==> src/rtl/tmr_pkg.sv <==
// Shared TMR definitions: replica count, default data width, controller states.
package tmr_pkg;
    localparam int         NUM_REPLICAS   = 3;
    localparam int         DEFAULT_WIDTH  = 8;
    localparam logic [1:0] TARGET_INVALID = 2'd3;

    typedef enum logic [2:0] {
        ST_IDLE,
        ST_ARM,
        ST_INJECT,
        ST_OBSERVE,
        ST_REPORT
    } state_t;
endpackage

==> src/rtl/replica_compare.sv <==
// Compares each replica against the voter output, split into the corrupted
// replica and the two replicas that are expected to stay healthy.
module replica_compare
    import tmr_pkg::*;
#(
    parameter int WIDTH = DEFAULT_WIDTH
) (
    input  logic [WIDTH-1:0] rep0,
    input  logic [WIDTH-1:0] rep1,
    input  logic [WIDTH-1:0] rep2,
    input  logic [WIDTH-1:0] voted,
    input  logic [1:0]       target,
    output logic             target_mismatch,
    output logic             healthy_mismatch
);
    always_comb begin
        target_mismatch  = 1'b0;
        healthy_mismatch = 1'b0;
        case (target)
            2'd0: begin
                target_mismatch  = (rep0 != voted);
                healthy_mismatch = (rep1 != voted) || (rep2 != voted);
            end
            2'd1: begin
                target_mismatch  = (rep1 != voted);
                healthy_mismatch = (rep0 != voted) || (rep2 != voted);
            end
            2'd2: begin
                target_mismatch  = (rep2 != voted);
                healthy_mismatch = (rep0 != voted) || (rep1 != voted);
            end
            default: ;
        endcase
    end
endmodule

==> src/rtl/fault_inject_ctrl.sv <==
// Single-shot fault injection into one TMR replica, followed by an observation
// window that checks whether the voter masked the upset.
module fault_inject_ctrl
    import tmr_pkg::*;
#(
    parameter int WIDTH      = DEFAULT_WIDTH,
    parameter int OBS_CYCLES = 16
) (
    input  logic                    clk,
    input  logic                    rst,
    input  logic                    start,
    input  logic [1:0]              target_sel,
    input  logic [WIDTH-1:0]        bit_mask,
    input  logic [WIDTH-1:0]        rep0,
    input  logic [WIDTH-1:0]        rep1,
    input  logic [WIDTH-1:0]        rep2,
    input  logic [WIDTH-1:0]        voted,
    output logic [WIDTH-1:0]        inj_data,
    output logic [NUM_REPLICAS-1:0] inj_en,
    output logic                    busy,
    output logic                    done,
    output logic                    err,
    output logic                    masked,
    output logic [7:0]              mismatch_cycles,
    output logic [15:0]             total_runs,
    output logic [15:0]             total_unmasked
);
    localparam logic [7:0] OBS_LAST = 8'(OBS_CYCLES - 1);

    state_t           state, state_next;
    logic [1:0]       tgt_q;
    logic [WIDTH-1:0] mask_q;
    logic [WIDTH-1:0] rep_tgt;
    logic [7:0]       win;
    logic [7:0]       mm_cnt, mm_next;
    logic             voter_fail, vf_next;
    logic             target_mismatch, healthy_mismatch;

    replica_compare #(.WIDTH(WIDTH)) u_cmp (
        .rep0            (rep0),
        .rep1            (rep1),
        .rep2            (rep2),
        .voted           (voted),
        .target          (tgt_q),
        .target_mismatch (target_mismatch),
        .healthy_mismatch(healthy_mismatch)
    );

    always_ff @(posedge clk or posedge rst) begin
        if (rst) state <= ST_IDLE;
        else     state <= state_next;
    end

    always_comb begin
        state_next = state;
        case (state)
            ST_IDLE:    if (start && target_sel != TARGET_INVALID) state_next = ST_ARM;
            ST_ARM:     state_next = ST_INJECT;
            ST_INJECT:  state_next = ST_OBSERVE;
            ST_OBSERVE: if (win == OBS_LAST) state_next = ST_REPORT;
            ST_REPORT:  state_next = ST_IDLE;
            default:    state_next = ST_IDLE;
        endcase
    end

    always_comb begin
        busy = (state != ST_IDLE);
        done = (state == ST_REPORT);
    end

    always_comb begin
        case (tgt_q)
            2'd0:    rep_tgt = rep0;
            2'd1:    rep_tgt = rep1;
            default: rep_tgt = rep2;
        endcase
    end

    // Strobe and data are registered on entry to INJECT so they are live for that cycle only.
    always_ff @(posedge clk or posedge rst) begin
        if (rst) begin
            inj_en   <= '0;
            inj_data <= '0;
        end else if (state_next == ST_INJECT) begin
            inj_en   <= {{(NUM_REPLICAS-1){1'b0}}, 1'b1} << tgt_q;
            inj_data <= rep_tgt ^ mask_q;
        end else begin
            inj_en   <= '0;
            inj_data <= '0;
        end
    end

    always_comb begin
        mm_next = (target_mismatch && mm_cnt != 8'hFF) ? mm_cnt + 8'd1 : mm_cnt;
        vf_next = voter_fail | healthy_mismatch;
    end

    // Results are published on the last observe edge so they are valid alongside done.
    always_ff @(posedge clk or posedge rst) begin
        if (rst) begin
            tgt_q           <= '0;
            mask_q          <= '0;
            win             <= '0;
            mm_cnt          <= '0;
            voter_fail      <= 1'b0;
            err             <= 1'b0;
            masked          <= 1'b1;
            mismatch_cycles <= '0;
            total_runs      <= '0;
            total_unmasked  <= '0;
        end else begin
            err <= (state == ST_IDLE) && start && (target_sel == TARGET_INVALID);
            case (state)
                ST_IDLE: if (state_next == ST_ARM) begin
                    tgt_q      <= target_sel;
                    mask_q     <= bit_mask;
                    mm_cnt     <= '0;
                    voter_fail <= 1'b0;
                end
                ST_INJECT: win <= '0;
                ST_OBSERVE: begin
                    win        <= win + 8'd1;
                    mm_cnt     <= mm_next;
                    voter_fail <= vf_next;
                    if (state_next == ST_REPORT) begin
                        masked          <= ~vf_next;
                        mismatch_cycles <= mm_next;
                        total_runs      <= total_runs + 16'd1;
                        if (vf_next && total_unmasked != 16'hFFFF)
                            total_unmasked <= total_unmasked + 16'd1;
                    end
                end
                default: ;
            endcase
        end
    end
endmodule

==> config.mk <==
export PLATFORM = sky130hd
export DESIGN_NAME = fault_inject_ctrl
export DESIGN_NICKNAME = d
export VERILOG_FILES = /design/src/rtl/tmr_pkg.sv /design/src/rtl/replica_compare.sv /design/src/rtl/fault_inject_ctrl.sv
export SDC_FILE = /design/constraint.sdc
export NUM_CORES = 1
export LEC_CHECK = 0
export ABC_AREA = 1
export BUFFER_PORTS_ARGS = -buffer_cell sky130_fd_sc_hd__buf_2
export CAP_MARGIN = 20
export CORE_UTILIZATION = 49
export DETAILED_ROUTE_END_ITERATION = 7
export GPL_ROUTABILITY_DRIVEN = 1
export GPL_TIMING_DRIVEN = 1
export PLACE_DENSITY = 0.74
export SETUP_SLACK_MARGIN = 0.2
export SYNTH_ARGS = -nofsm -noshare
export SYNTH_HDL_FRONTEND = slang
export SYNTH_SLANG_ARGS = --single-unit
==> constraint.sdc <==
create_clock -name clk -period 3.2 [get_ports clk]
set_input_delay 0.96 -clock clk [delete_from_list [all_inputs] [get_ports clk]]
set_output_delay 0.96 -clock clk [all_outputs]
set_load 0.02 [all_outputs]
; ---- After elaboration in Yosys (flattened, before gate mapping)
; Cells that the tools add are included.
[word_totals]
reg_bits = 83
inputBits = 45
output_inout_bits = 55
[classes]
shift = 1
reduce_logical = 17
eq_ne = 18
mux = 14
add_sub_neg = 4
n_bitwise = 3
[ops]
columns = op, count
row1 = $pmux W8 S2, 3
row2 = $add A16 B1 Y16 const B, 2
row3 = $mux W8, 3
row4 = $ne A8 B8 Y1, 3
row5 = $add A8 B1 Y8 const B, 2
row6 = $ne A16 B16 Y1 const B, 1
row7 = $pmux W3 S4, 1
row8 = $eq A3 B2 Y1 const B, 3
row9 = $mux W3, 3
row10 = $eq A8 B4 Y1 const B, 1
row11 = $ne A8 B8 Y1 const B, 1
row12 = $xor A8 B8 Y8, 1
row13 = $eq A3 B1 Y1 const B, 2
row14 = $eq A3 B3 Y1 const B, 2
row15 = $pmux W1 S3, 2
row16 = $reduce_and A2 Y1, 3
row17 = $logic_and A1 B1 Y1, 5
row18 = $eq A2 B2 Y1 const B, 2
row19 = $reduce_bool A2 Y1, 2
row20 = $logic_not A3 Y1, 1
row21 = $logic_or A1 B1 Y1, 3
row22 = $reduce_and A3 Y1, 1
row23 = $reduce_bool A3 Y1, 1
row24 = $shl A1 B2 Y3 const A, 1
row25 = other kinds (8), 8

; ---- Depth between registers and ports, before layout
; Gate-level depths: netlist (run 1).
[logic_depth]
depth_word = 7
depth_mapped = 16
mapped_depth_nobuf = 15

; ---- Modules after synthesis
; Synthesis (run 1) repeated with hierarchy kept, for this count alone.
[hier_totals]
hier_cells = 693
hier_area_um2 = 4892.2
[modules_own_cells]
columns = mod, area_per_inst_um2, instances, cells_each
row1 = fault_inject_ctrl, 4444.3, 1, 615
row2 = replica_compare, 447.9, 1, 78

; ---- Worst setup path after synthesis (run 1)
; Ideal clock, no wire load.
[synth_timing]
kind = input port to flip-flop
start = in voted[7]
end = reg mm_cnt[1]
required_time_ps = 3072
arrival_ps = 2001
path_slack_ps = 1071
stages = 10
n_path_buf = 1
cell_sequence = xor2_1 nor2_1 nand2_1 nor2_2 nor2_1 o21ai_4 buf_6 nand2_1 o21ai_2 o22ai_1
[synth_via]
elab_chain_len = 5
[synth_rtl]
columns = item, line
row1 = start: declaration, fault_inject_ctrl.sv:17  ; input logic [WIDTH-1:0] voted,
row2 = "$ne A8 B8 Y1, on equally long branches", "replica_compare.sv:29, replica_compare.sv:21, replica_compare.sv:25"
row3 = $pmux W1 S3 *, replica_compare.sv:19  ; case (target)
row4 = $logic_and A1 B1 Y1 *, fault_inject_ctrl.sv:94  ; mm_next = (target_mismatch && mm_cnt != 8'hFF) ? mm_cnt + 8'd1 : mm_cnt;
row5 = $mux W8 *, fault_inject_ctrl.sv:94
row6 = $pmux W8 S2 *, fault_inject_ctrl.sv:113  ; case (state)
row7 = end signal: assignment, fault_inject_ctrl.sv:123  ; mm_cnt <= mm_next;
row8 = end: declaration, fault_inject_ctrl.sv:35  ; logic [7:0] mm_cnt, mm_next;
; Every way passes the cells marked *; elsewhere a longest branch is shown, timed or not.
; A chain may end at the register's enable or synchronous reset.

; ---- Worst setup path in the final report (run 1)
[layout_timing]
start = reg state[0]
end = out busy
[layout_via]
elab_chain_len = 1
[layout_rtl]
columns = item, line
row1 = start: declaration, fault_inject_ctrl.sv:30  ; state_t state, state_next;
row2 = start signal: assignment, fault_inject_ctrl.sv:51  ; else state <= state_next;
row3 = $reduce_bool A3 Y1, fault_inject_ctrl.sv:67  ; busy = (state != ST_IDLE);
row4 = end: declaration, fault_inject_ctrl.sv:20  ; output logic busy,
; No other way between the ends.

==> flow_summary.ini, run 1 <==
[status]
outcome = finished, final reports clean

[pwr]
p_int_w = 0.00199
switchingPower_w = 0.00110
seqPwrFrac_pct = 42.2
combPwrFrac_pct = 31.2
p_total_w = 0.00309
switching_share_pct = 35.7
clkPwrFrac_pct = 26.6
p_leak_nw = 2.92
peakVddDrop_v = 0.000300
power.density_nw_per_um2 = 558

[synthesis]
synth_nets = 614
yosysUniqueCellTypes = 43
ys_seq_area_share_pct = 44.3
avgSynthCellArea_um2 = 8.36
netlist_instances = 561
synth-async-reset-ratio_pct = 100
synth_warnings = 0
netlist_top_cells_area = dfrtp_1, nand2_1, xnor2_1, inv_1, xor2_1
synth_top_area_share_pct = 43.8
ys_ff_latch = 83
netlist_area_um2 = 4690
synth_top_flop_cell = dfrtp_1
synth-edff-count = 0
yosys.area.top_type = dfrtp_1

[route]
drc = 0
viasPerCell = 4.99
dr.first_iter.drc_count = 136
vias = 3988
drt-total-wl_mm = 10.2
dr.pass1.iters = 4
wl_per_cell_um = 12.8
antenna_left = 0

[cells_and_area]
final.fill_count = 822
layout_commonest_cell = nand2_1
postLayoutCoreUtil_pct = 60.0
n_antenna_cell = 0
fin_nets = 719
final_cells = 800
area_growth_pct = 18.3
drive_gt1_share_pct = 24.4
final_cell_mix = nand2_1, buf_2, dfrtp_1

[floorplan]
die_height_um = 99.8
initial_utilization_pct = 50.7
die_area_um2 = 9960
rows = 35
die_width_um = 99.8
core-area_um2 = 9240
io_pins = 100

[cts]
post_cts_resized = 0
cts.sinks = 83
cts_tree = done
cts.clk_slew.worst_paths_ns = 0.09
post_cts_buffers = 0
cts-root-buf = clkbuf_8
cts.path.max_buffers = 2
insertion_delay_ns = 0.35
numCtsBuffers = 9
htreeDepth = 3
postCtsHoldBufs = 0

[grt]
grt_max_degree = 45
grt_pass1_vias = 3862
antenna_found_initial = 0
grt_pass1_wl_mm = 17.6
overflow = 0
track_usage_pct = 22.1

[timing]
finalCritPeriodShare_pct = 72.4
fin_skew_ns = 0.00999
maxSlewViolCount = 0
fmax_mhz = 432
rsz0062_at_grt = no
hold_viol = 0
slew_headroom_pct = 59.8
layout_min_cycle_time_ns = 2.32
finalSetupTns_ns = 0
tightest_slew_ns = 0.602
fin_ws_ns = 0.883
setup_viol_count_final = 0

[worst_setup_path]
reg2regPathDepth = 8
rr_endpoint = mm_cnt[7]
setup.worst_path.start = state[0]
worstSetupPathType = flop to output port
cp-endpoint = busy
r2r_start = tgt_q[0]
cp.arrival_ns = 1.36
cp-start-kind = flop
endpoint_kind = output port
ff2ff_setup_slack_ns = 1.08
required_ns = 2.24
path_max_fanout = 4

[placement]
io_buffers = 99
placedCellCount = 784
post-place-ws_ns = 0.593
place.gp.congestion = 0.908
hpwl_mm = 7.70

[run]
cap_violations = 0

[hold_path]
hold_class = flop to flop
==> cells in the mapped netlist (5+ instances only) <==
cell	n
nand2_1	156
mux2_2	8
xnor2_1	29
nand2_2	5
nand4_1	20
nor3_1	8
xor2_1	25
nand3_1	32
o21ai_2	5
o21ai_0	13
ha_1	8
nor2_1	53
dfrtp_1	82
inv_1	61
==> cells by family after synthesis <==
kind of cell | after synthesis | synth area share [%]
muxes | 8 | 1.92
and+or+nand+nor | 294 | 28.7
DFF | 83 | 44.3
AOI/OAI and AO/OA | 37 | 5.85
adders and majority gates | 8 | 2.14
xor gates and xnor gates | 54 | 10.1
buffers and inverters | 77 | 7.02
==> routing by layer <==
layer | part of all wire, % | wire length, um | GRT usage [%] | vias to the layer above
li1 | - | - | - | 2001
met1 | 46 | 4720 | 29.2 | 1888
met2 | 48 | 4960 | 36.1 | 87
met3 | 4.1 | 423 | 4.39 | 12
met4 | 1.4 | 144 | 8.03 | 0
met5 | 0 | 0 | 0 | -
==> layout make-up <==
type                            count  area [um2]  area share (%)
Timing Repair Buffer              105         553            9.98
Clock buffer                       10         128            2.30
Clock inverter                      6        88.8            1.60
Tap cell                          129         161            2.91
Multi-Input combinational cell    401        2280            41.1
Sequential cell                    83        2080            37.5
Inverter                           66         254            4.58
==> through the flow <==
step,instance area [um2],hold WS [ns]
final,5540,0.471
after global routing,5540,0.509
after CTS,5540,0.475
after detailed placement,5330,0.459
after global placement,5330,0.457
after floorplan,4690,0.499
==> power by group through the flow <==
| stage | Combinational [W] | Sequential, W | Clock (W) |
|---|---|---|---|
| final | 0.000963 | 0.00131 | 0.000823 |
| after global routing | 0.00109 | 0.00132 | 0.000891 |
| after CTS | 0.000968 | 0.00130 | 0.000850 |
| after detailed placement | 0.000960 | 0.00132 | 0 |
| after global placement | 0.000943 | 0.00132 | 0 |
| after floorplan | 0.000727 | 0.00134 | 0 |
==> registers in the layout, summed over array words and instances, names as in the netlist <==
signal           cells
inj_en               3
err                  1
win                  8
mm_cnt               8
masked               1
total_runs          16
inj_data             8
voter_fail           1
mismatch_cycles      8
state                3
total_unmasked      16
mask_q               8
tgt_q                2
==> critical path, cell delays in order (launching register included) <==
cell,delay (ns)
dfrtp_1,0.41
nor2_1,0.13
inv_1,0.07
nor2_1,0.16
inv_1,0.07
buf_2,0.16
==> worst min path at each step <==
stage / from / end / slack [ns] / depth (start not counted)
global route: mismatch_cycles[0] / mismatch_cycles[0] / 0.51 / 2
detailed placement: total_runs[15] / total_runs[15] / 0.46 / 1
CTS: total_runs[15] / total_runs[15] / 0.48 / 1
finish: total_runs[15] / total_runs[15] / 0.47 / 1
floorplan: mask_q[0] / inj_data[0] / 0.50 / 2
global placement: total_runs[15] / total_runs[15] / 0.46 / 1
Note: power is estimated with default switching activity, not from simulation.
==> inputs of run 2 (changes only) <==
--- a/config.mk
+++ b/config.mk
@@ -12,7 +12,7 @@
 export DETAILED_ROUTE_END_ITERATION = 7
 export GPL_ROUTABILITY_DRIVEN = 1
 export GPL_TIMING_DRIVEN = 1
-export PLACE_DENSITY = 0.74
+export PLACE_DENSITY = 0.71
 export SETUP_SLACK_MARGIN = 0.2
 export SYNTH_ARGS = -nofsm -noshare
 export SYNTH_HDL_FRONTEND = slang
==> constraint.sdc (replaced) <==
create_clock -name clk -period 2.2 [get_ports clk]
set_input_delay 0.66 -clock clk [delete_from_list [all_inputs] [get_ports clk]]
set_output_delay 0.66 -clock clk [all_outputs]
set_load 0.02 [all_outputs]
==> flow_summary.ini, run 2 (synthesized netlist as in run 1, its figures left out) <==
[status]
outcome = finished, final reports clean

[floorplan]
rows = 35
die_area_um2 = 9960
die_width_um = 99.8
io_pins = 100
die_height_um = 99.8
initial_utilization_pct = 50.7
core-area_um2 = 9240

[cells_and_area]
largestRegisters = total_runs (16), total_unmasked (16)
fin_nets = 739
final.fill_count = 808
area_growth_pct = 23.3
drive_gt1_share_pct = 27.4
final_cells = 820
layout_commonest_cell = nand2_1
n_antenna_cell = 0
final_cell_mix = nand2_1, buf_2, dfrtp_1

[worst_setup_path]
ff2ff_setup_slack_ns = 0.31
endpoint_kind = output port
rr_endpoint = total_runs[14]
cp-endpoint = busy
r2r_start = win[0]
worstSetupPathType = flop to output port
cp.arrival_ns = 1.36
reg2regPathDepth = 12
setup.worst_path.start = state[1]
path_max_fanout = 3
cp-start-kind = flop
required_ns = 1.54

[cts]
cts.sinks = 83
postCtsHoldBufs = 0
numCtsBuffers = 9
cts_tree = done
htreeDepth = 3
cts.path.max_buffers = 2
cts.clk_slew.worst_paths_ns = 0.09
insertion_delay_ns = 0.37
cts-root-buf = clkbuf_8

[route]
vias = 4095
dr.pass1.iters = 4
drt-total-wl_mm = 10.9
viasPerCell = 4.99
wl_per_cell_um = 13.3
antenna_left = 0
dr.first_iter.drc_count = 175
drc = 0

[hold_path]
hold_class = input port to async pin

[placement]
place.gp.congestion = 0.879
hpwl_mm = 7.82
placedCellCount = 788
io_buffers = 99

[timing]
rsz0062_at_grt = yes
fin_skew_ns = 0.0160
hold_viol = 0
layout_min_cycle_time_ns = 2.02
finalCritPeriodShare_pct = 92.0
slew_headroom_pct = 64.6
tightest_slew_ns = 0.529
finalSetupTns_ns = 0
maxSlewViolCount = 0
fmax_mhz = 494
setup_viol_count_final = 0

[grt]
grt_pass1_wl_mm = 18.0
grt_pass1_vias = 3942
grt_max_degree = 51
track_usage_pct = 22.8
overflow = 0
antenna_found_initial = 0

[pwr]
power.density_nw_per_um2 = 837
p_leak_nw = 3.06
p_total_w = 0.00484
peakVddDrop_v = 0.000474

[run]
cap_violations = 0
## run 2: metal layers
metal	track usage, %	routed length [um]	vias up
met4	8.60	180	0
met1	30.2	4960	1942
met3	3.97	481	16
li1	-	-	2052
met2	37.6	5260	85
met5	0	0	-
## run 2: how the worst min path moves through the flow
stage	start	to	cells past startpoint
after floorplan	mask_q[0]	inj_data[0]	2
after global placement	total_runs[15]	total_runs[15]	1
after detailed placement	mismatch_cycles[7]	mismatch_cycles[7]	2
after CTS	rst	total_unmasked[14]	3
after global routing	rst	total_unmasked[14]	3
final	rst	total_unmasked[14]	3
## run 2: layout make-up
type | instances | area, um2 | area share [%]
inverter | 66 | 254 | 4.39
tap | 129 | 161 | 2.79
clock buffer | 9 | 124 | 2.14
multi-input combinational | 403 | 2330 | 40.3
sequential | 83 | 2080 | 36.0
clock inverter | 7 | 128 | 2.21
timing repair buffer | 123 | 707 | 12.2
## run 2: worst max-delay path: stages, from the launching register on
cell	delay, ns
dfrtp_1	0.43
nor2_2	0.16
inv_1	0.08
nor2_2	0.12
inv_1	0.06
buf_2	0.15
## run 2: timing repair
item | 4_1_cts | 5_1_grt
resized for setup | 1 | 7
hold endpoints to repair | 0 | 0
setup endpoints to repair | 1 | 23
cloned | 0 | 2
pin swaps | 0 | 2
buffers inserted | 0 | 14
## run 2: stage by stage
stage / area (um2) / setup slack, ns / hold WS [ns] / util, %
after floorplan: 4690 / 0.371 / 0.499 / -
final: 5780 / 0.177 / 0.348 / 62.6
after global routing: 5780 / 0.124 / 0.361 / 62.6
after global placement: 5370 / 0.0728 / 0.458 / 58.1
after CTS: 5620 / 0.203 / 0.352 / 60.9
after detailed placement: 5370 / 0.00494 / 0.464 / 58.1
## run 2: where the power goes
group	leakage (nW)	switching, W	total [W]	internal (W)
combinational	1.84	0.000926	0.00155	0.000621
clock	0.127	0.000614	0.00139	0.000774
sequential	1.10	0.000171	0.00190	0.00173
total	3.06	0.00171	0.00484	0.00313
